File: config.mk
export PLATFORM = sky130hd
export DESIGN_NAME = load_store_unit
export DESIGN_NICKNAME = d
export VERILOG_FILES = /design/src/rtl/lsu_pkg.sv /design/src/rtl/lsu_lane.sv /design/src/rtl/load_store_unit.sv
export SDC_FILE = /design/constraint.sdc
export NUM_CORES = 1
export LEC_CHECK = 0
export ABC_CLOCK_PERIOD_IN_PS = 3600
export BUFFER_PORTS_ARGS = -buffer_cell sky130_fd_sc_hd__buf_2
export CAP_MARGIN = 15
export CORE_MARGIN = 3
export CORE_UTILIZATION = 43
export CTS_BUF_LIST = sky130_fd_sc_hd__clkbuf_4 sky130_fd_sc_hd__clkbuf_8 sky130_fd_sc_hd__clkbuf_16
export DETAILED_ROUTE_END_ITERATION = 16
export HOLD_SLACK_MARGIN = 0.1
export PLACE_DENSITY = 0.81
export SKIP_LAST_GASP = 1
export SYNTH_ARGS = -nofsm -noshare
export SYNTH_HDL_FRONTEND = slang
export SYNTH_SLANG_ARGS = --single-unit
File: constraint.sdc
create_clock -name clk -period 3.6 [get_ports clk]
set_clock_uncertainty 0.2 [all_clocks]
set_input_delay 0.72 -clock clk [delete_from_list [all_inputs] [get_ports clk]]
set_output_delay 0.72 -clock clk [all_outputs]
set_load 0.02 [all_outputs]
File: src/rtl/lsu_pkg.sv
// Shared types for the load/store unit: FSM states, access-size encodings, lane width.
// Also holds the alignment rule used when sub-word access (LSU_SUBWORD_EN) is enabled.
package lsu_pkg;

  typedef enum logic [1:0] {
    IDLE  = 2'd0,
    READ  = 2'd1,
    WRITE = 2'd2,
    RESP  = 2'd3
  } lsu_state_e;

  localparam logic [1:0] SIZE_B = 2'b00;
  localparam logic [1:0] SIZE_H = 2'b01;
  localparam logic [1:0] SIZE_W = 2'b10;

  localparam int LANE_W = 8;

  // Size 2'b11 is handled like a word.
  function automatic logic is_misaligned(input logic [1:0] size, input logic [1:0] addr_lo);
    logic bad;
    case (size)
      SIZE_B:  bad = 1'b0;
      SIZE_H:  bad = addr_lo[0];
      default: bad = (addr_lo != 2'b00);
    endcase
    return bad;
  endfunction

endpackage

File: src/rtl/lsu_lane.sv
// Little-endian lane logic: extracts (and optionally sign-extends) a load lane,
// and merges sub-word store data into a captured memory word.
module lsu_lane
  import lsu_pkg::*;
(
  input  logic [31:0] word_i,
  input  logic [31:0] wdata_i,
  input  logic [1:0]  lane_i,
  input  logic [1:0]  size_i,
  input  logic        signed_i,
  output logic [31:0] rdata_o,
  output logic [31:0] merged_o
);

  logic [15:0] shifted;

  always_comb begin
    shifted  = 16'(word_i >> {lane_i, 3'b000});
    rdata_o  = word_i;
    merged_o = wdata_i;
    case (size_i)
      SIZE_B: begin
        rdata_o  = {{(32-LANE_W){signed_i & shifted[LANE_W-1]}}, shifted[LANE_W-1:0]};
        merged_o = word_i;
        merged_o[{lane_i, 3'b000} +: LANE_W] = wdata_i[LANE_W-1:0];
      end
      SIZE_H: begin
        rdata_o  = {{(32-2*LANE_W){signed_i & shifted[2*LANE_W-1]}}, shifted};
        merged_o = word_i;
        // Halfword lanes are aligned, so only addr[1] selects the half.
        merged_o[{lane_i[1], 4'b0000} +: 2*LANE_W] = wdata_i[2*LANE_W-1:0];
      end
      default: ;
    endcase
  end

endmodule

File: src/rtl/load_store_unit.sv
// Byte-addressed load/store initiator for a word memory (sync write, comb read).
// Define LSU_SUBWORD_EN for byte/half access with read-modify-write; otherwise word-only.
module load_store_unit
  import lsu_pkg::*;
#(
  parameter int ADDR_W = 10
) (
  input  logic        clk,
  input  logic        reset,
  input  logic        req_valid,
  output logic        req_ready,
  input  logic        req_write,
  input  logic [1:0]  req_size,
  input  logic        req_signed,
  input  logic [31:0] req_addr,
  input  logic [31:0] req_wdata,
  output logic        rsp_valid,
  output logic [31:0] rsp_rdata,
  output logic        rsp_error,
  output logic [31:0] mem_address,
  output logic        mem_writeEnable,
  output logic [31:0] mem_dataIn,
  input  logic [31:0] mem_dataOut
);

  lsu_state_e  state_q, state_d;
  logic        write_q, write_d;
  logic [1:0]  size_q, size_d;
  logic        signed_q, signed_d;
  logic [1:0]  lane_q, lane_d;
  logic [31:0] wdata_q, wdata_d;
  logic [31:0] mem_address_q, mem_address_d;
  logic [31:0] mem_data_in_q, mem_data_in_d;
  logic        rsp_valid_q, rsp_valid_d;
  logic        rsp_error_q, rsp_error_d;
  logic [31:0] rsp_rdata_q, rsp_rdata_d;

  logic        accept;
  logic        misaligned;
  logic        needs_read;
  logic [31:0] load_data;
  logic [31:0] merged_word;
  logic        unused_addr;

  assign unused_addr = ^req_addr[31:ADDR_W+2];

`ifdef LSU_SUBWORD_EN
  assign misaligned = is_misaligned(req_size, req_addr[1:0]);
  // Sub-word stores need the old word first; loads always read.
  assign needs_read = ~req_write | ((req_size != SIZE_W) & (req_size != 2'b11));

  lsu_lane u_lane (
    .word_i   (mem_dataOut),
    .wdata_i  (wdata_q),
    .lane_i   (lane_q),
    .size_i   (size_q),
    .signed_i (signed_q),
    .rdata_o  (load_data),
    .merged_o (merged_word)
  );
`else
  logic unused_cfg;
  assign unused_cfg  = ^{size_q, signed_q, lane_q};
  assign misaligned  = (req_addr[1:0] != 2'b00);
  assign needs_read  = ~req_write;
  assign load_data   = mem_dataOut;
  assign merged_word = wdata_q;
`endif

  // Ready is forced low while reset is held, even though the state already reads IDLE.
  assign req_ready       = (state_q == IDLE) & ~reset;
  assign accept          = req_valid & req_ready;
  assign mem_writeEnable = (state_q == WRITE);
  assign mem_address     = mem_address_q;
  assign mem_dataIn      = mem_data_in_q;
  assign rsp_valid       = rsp_valid_q;
  assign rsp_error       = rsp_error_q;
  assign rsp_rdata       = rsp_rdata_q;

  always_comb begin
    state_d       = state_q;
    write_d       = write_q;
    size_d        = size_q;
    signed_d      = signed_q;
    lane_d        = lane_q;
    wdata_d       = wdata_q;
    mem_address_d = mem_address_q;
    mem_data_in_d = mem_data_in_q;
    rsp_valid_d   = 1'b0;
    rsp_error_d   = 1'b0;
    rsp_rdata_d   = 32'd0;
    case (state_q)
      IDLE: begin
        if (accept) begin
          write_d  = req_write;
          size_d   = req_size;
          signed_d = req_signed;
          lane_d   = req_addr[1:0];
          wdata_d  = req_wdata;
          if (misaligned) begin
            state_d     = RESP;
            rsp_valid_d = 1'b1;
            rsp_error_d = 1'b1;
          end else begin
            mem_address_d = {{(32-ADDR_W){1'b0}}, req_addr[ADDR_W+1:2]};
            if (needs_read) begin
              state_d = READ;
            end else begin
              state_d       = WRITE;
              mem_data_in_d = req_wdata;
            end
          end
        end
      end
      READ: begin
        if (write_q) begin
          state_d       = WRITE;
          mem_data_in_d = merged_word;
        end else begin
          state_d     = RESP;
          rsp_valid_d = 1'b1;
          rsp_rdata_d = load_data;
        end
      end
      WRITE: begin
        state_d     = RESP;
        rsp_valid_d = 1'b1;
      end
      RESP: state_d = IDLE;
      default: state_d = IDLE;
    endcase
  end

  always_ff @(posedge clk or posedge reset) begin
    if (reset) begin
      state_q       <= IDLE;
      write_q       <= 1'b0;
      size_q        <= SIZE_W;
      signed_q      <= 1'b0;
      lane_q        <= 2'b00;
      wdata_q       <= 32'd0;
      mem_address_q <= 32'd0;
      mem_data_in_q <= 32'd0;
      rsp_valid_q   <= 1'b0;
      rsp_error_q   <= 1'b0;
      rsp_rdata_q   <= 32'd0;
    end else begin
      state_q       <= state_d;
      write_q       <= write_d;
      size_q        <= size_d;
      signed_q      <= signed_d;
      lane_q        <= lane_d;
      wdata_q       <= wdata_d;
      mem_address_q <= mem_address_d;
      mem_data_in_q <= mem_data_in_d;
      rsp_valid_q   <= rsp_valid_d;
      rsp_error_q   <= rsp_error_d;
      rsp_rdata_q   <= rsp_rdata_d;
    end
  end

endmodule

==> Word level (Yosys, flattened, before mapping) <==
Index checks and enable logic that the tools add are counted.
{ "classes": {"n_eq_ne": 7, "mux": 17, "bitwise": 4, "reduce_logical": 6} }
{ "op_table": {"columns": ["op", "n"], "rows": [
  ["two-way mux 32 bit", 6],
  ["one-hot mux 32 bit (2 select lines)", 1],
  ["!= test 2 bit (second input constant)", 4],
  ["one-hot mux 2 bit (4 select lines)", 1],
  ["two-way mux 2 bit", 3],
  ["two-way mux 1 bit", 5],
  ["AND reduction 5 bit", 1],
  ["equality test 2 bit (second input constant)", 2],
  ["nonzero test 2 bit", 2],
  ["one-hot mux 1 bit (3 select lines)", 1],
  ["AND reduction 3 bit", 1],
  ["bitwise AND 1 bit", 2],
  ["equality test 2 x 1 -> 1 bit (second input constant)", 1],
  ["logical NOT 2 bit", 1],
  ["inverter 1 bit", 2],
  ["AND reduction 2 bit", 1]
]} }
{ "totals": {"register_bits": 111, "input_bits": 103, "out_inout_bits": 100, "elab_cells": 42} }

==> Depth between registers and ports, before layout <==
{ "depth": {"depth_word": 5, "depth_mapped": 8, "depth_no_buf": 5} }

==> Least setup slack after synthesis <==
Ideal clock, no wire load.
{ "synth_timing": {"kind": "input port to flip-flop", "start": "input port req_addr[1]", "end": "register mem_data_in_q[0], in the netlist mem_dataIn[0]", "setup_time_ns": 0.125, "arrival_time_ns": 1.939, "t_required_ns": 3.275, "setup_slack_ns": 1.335, "path_stages": 4, "n_path_buf": 1, "path_cell_list": "or3b_1 -> o31ai_4 -> buf_6 -> mux2_4"} }
{ "synth_via": {"elab_chain_len": 3} }
{ "synth_rtl": {"columns": ["element", "line_no", "text"], "rows": [
  ["start, declared", "load_store_unit.sv:15", "input logic [31:0] req_addr,"],
  ["nonzero test 2 bit", "load_store_unit.sv:64", "assign misaligned = (req_addr[1:0] != 2'b00);"],
  ["!= test 2 bit (no line)", null, null],
  ["AND reduction 5 bit (no line)", null, null],
  ["end signal, assigned", "load_store_unit.sv:155", "mem_data_in_q <= mem_data_in_d;"],
  ["end, declared", "load_store_unit.sv:33", "logic [31:0] mem_data_in_q, mem_data_in_d;"]
]} }
Every way passes these cells.
A chain may end at the register's enable or synchronous reset.

==> Worst setup path in the final report <==
{ "layout_timing": {"start": "register state_q[1]", "end": "register mem_data_in_q[16], in the netlist mem_dataIn[16]"} }
{ "layout_via": {"elab_chain_len": 5, "elab_cells_between_ends": 11, "cone_classes": "eq/ne (5); mux (1); bitwise (2); reduce/logical (3)"} }
{ "layout_rtl": {"columns": ["element", "line_no", "text"], "rows": [
  ["start, declared", "load_store_unit.sv:26", "lsu_state_e state_q, state_d;"],
  ["start signal, assigned", "load_store_unit.sv:148", "state_q <= state_d;"],
  ["logical NOT 2 bit", "load_store_unit.sv:71, load_store_unit.sv:92", null],
  ["bitwise AND 1 bit", "load_store_unit.sv:71", "assign req_ready = (state_q == IDLE) & ~reset;"],
  ["bitwise AND 1 bit", "load_store_unit.sv:72", "assign accept = req_valid & req_ready;"],
  ["!= test 2 bit (no line)", null, null],
  ["AND reduction 5 bit (no line)", null, null]
]} }
Several ways; a longest one is shown, not always the timed one.

==> results by group <==
Outcome
  • Run status: finished, final reports clean

Timing
  • Final setup fails: 0
  • Max-slew violation count: 0
  • Post-route clock period utilization: 0.7068
  • Setup TNS: 0 ns
  • Min Tclk post-route: 2.545 ns
  • Slew margin rel.: 0.4701
  • Worst hold slack: 0.2800 ns
  • Final hold violation count: 0
  • Worst Tran Pin Value: 0.7949 ns
  • Unrepaired setup endpoints after global routing: no
  • Max Freq: 393.0 MHz

Setup path
  • WP buf/inv: 2
  • CP Depth: 6
  • Startpoint Class: register
  • Top Family by Delay on Critical Path: buffers and inverters
  • R2r setup slk: 1.06 ns
  • Worst-path fanout max: 32
  • Worst EP arrival: 2.59 ns
  • CP Cell Sequence: inv_1 -> ha_2 -> nor2b_2 -> o31ai_4 -> buf_4 -> mux2_2
  • Max incr delay on CP: 0.55 ns
  • Crit. End Element: register
  • Worst R2R Path Depth: 6
  • Slowest cell on crit path: buf_4
  • Required time of the critical path: 3.64 ns
  • CP endpoint: mem_dataIn[16]
  • Critical Path Start: state_q[1]
  • Worst R2R Start: state_q[1]
  • Reg2reg end: mem_dataIn[16]
  • Setup Crit Path Kind: register to register

Place
  • Port Buffers: 157
  • Post-DP HPWL: 7273 um
  • Routability congestion estimate: 0.7393

Clock tree
  • Root Driver: clkbuf_8
  • Skew-Pair Late Insertion Delay: 0.36 ns
  • Cts bufs inserted: 9
  • Postcts setup bufs: 0
  • H-tree levels: 3
  • Clock tree buffer depth: 2
  • Clock sinks: 111
  • CTS clk-pin slew, worst paths: 0.10 ns
  • CTS Hold Bufs: 0
  • Post-CTS Resized: 0
  • CTS tree: yes

Global routing
  • Gr usage total: 0.1666
  • Largest net degree at the start of global routing: 67
  • Initial antenna violation count: 0
  • Total gr overflow: 0
  • Vias in the first global route: 3401
  • First-pass GRT wire length: 16940 um

Synth
  • Distinct cells, synth: 25
  • Sequential area share after synthesis: 0.5799
  • Post-synth top area share: 0.5799
  • Top cells by area, synth: dfrtp_1, mux2_2, mux2_4, nand2_1, and2_1
  • Synth Register Bits: 111
  • Cell count after synthesis: 386
  • Top cells by count, synth: dfrtp_1, nand2_1, mux2_2
  • Leading area contributor after synthesis: dfrtp_1
  • Most used DFF post-synth: dfrtp_1
  • EDFF count, synth: 0
  • Syn Area/Cell: 12.41 um2
  • Async SR Flop Fraction: 1.000
  • Synthesized cell area: 0.004790 mm2
  • Synth Warn #: 0
  • Most common cell in the synthesized netlist: dfrtp_1

Routing
  • DR WL/cell: 14.90 um
  • Metal3 WL: 740 um
  • Met1 WL: 4116 um
  • DR WL met2: 5220 um
  • Top sig layer: met4
  • Vias per Instance: 4.650
  • DRC Markers: 0
  • Total Wirelength: 10180 um
  • Initial DRC count: 146
  • ANT nets after route: 0
  • Initial DRT Pass Iterations: 4
  • Vias: 3176

Power and ir drop
  • Total power: 0.004869 W
  • LEAKAGE: 3.179 nW
  • Pwr Density: 831.9 mW/mm2
  • Max VDD drop: 0.3726 mV

Layout
  • Layout area overhead: 22.20%
  • Final nets: 650
  • Antenna cell count: 0
  • Layout cells sized above 1: 0.4735

Floorplan
  • Initial Util: 0.4538
  • Site Rows: 37
  • Die area: 0.01244 mm2
  • I/O pin total: 203
  • Std-Cell Core Area: 0.01056 mm2
  • Die Ht: 111.5 um
  • Die width: 111.5 um

Hold path
  • Hold crit path type: register to register

Run
  • Max-Cap Viols: 0
worst min-delay path: stages (launching register included):
cell and delay (ns):
dfrtp_1 0.35, nand2_1 0.05, nand2_1 0.05
worst min path at each step:
stage	slack [ns]	cells after the start	from	to
2_1_floorplan	0.24	2	merged_word[0]	merged_word[0]
3_5_place_dp	0.26	2	merged_word[4]	merged_word[4]
3_3_place_gp	0.25	2	merged_word[8]	merged_word[8]
6_report	0.28	2	merged_word[11]	merged_word[11]
4_1_cts	0.28	2	merged_word[4]	merged_word[4]
5_1_grt	0.30	2	merged_word[26]	merged_word[26]
power breakdown:
group / switching (W) / internal [W]
sequential: 0.000246 / 0.00175
clock: 0.000395 / 0.000445
combinational: 0.00109 / 0.000942
area by class of cell:
cell class / instances / area (um2)
clock inverters: 3 / 65.06
clock buffers: 13 / 166.4
multi-input cells: 251 / 1813
inverters: 5 / 22.52
repair buffers: 164 / 838.3
well taps: 136 / 170.2
fillers: 897 / 4702
flip-flops and latches: 111 / 2778
placed cells by master, fill, tap and decap left out, types with 3 or more instances in the layout:
cell	count
buf_2	157
dfrtp_1	111
nand2_1	100
mux2_2	45
and2_1	32
mux2_4	30
conb_1	22
clkbuf_8	11
buf_4	7
inv_1	4
ha_1	4
nor2_1	3
sequential cells by signal, indices dropped and copies added (netlist names):
signal,count
state_q,2
rsp_valid,1
mem_dataIn,32
rsp_error,1
write_q,1
merged_word,32
rsp_rdata,32
mem_address,10
per-stage QoR:
stage | area, um2 | cells | setup WS, ns | utilization
final | 5853 | 683 | 1.055 | 0.5545
after global routing | 5853 | 683 | 0.9240 | 0.5545
after CTS | 5853 | 683 | 1.022 | 0.5545
after detailed placement | 5622 | 667 | 0.8548 | 0.5326
after global placement | 5622 | 667 | 0.8846 | 0.5326
after floorplan | 4872 | 407 | 1.335 | -
metal layers:
layer | global-route usage | up-vias
met4 | 0.04298 | 0
li1 | - | 1513
met5 | 0 | -
met1 | 0.1987 | 1544
met2 | 0.2935 | 109
met3 | 0.05163 | 10
cells by family after synthesis:
logic type / count (synthesis) / share of synthesized area
simple gates: 143 / 0.1353
flops: 111 / 0.5799
mux: 76 / 0.2019
buf+inv: 45 / 0.05904
compound gates: 5 / 0.009926
fa+ha+maj: 5 / 0.01306
other cells: 1 / 0.0007829
(Power assumes the default switching activity.)
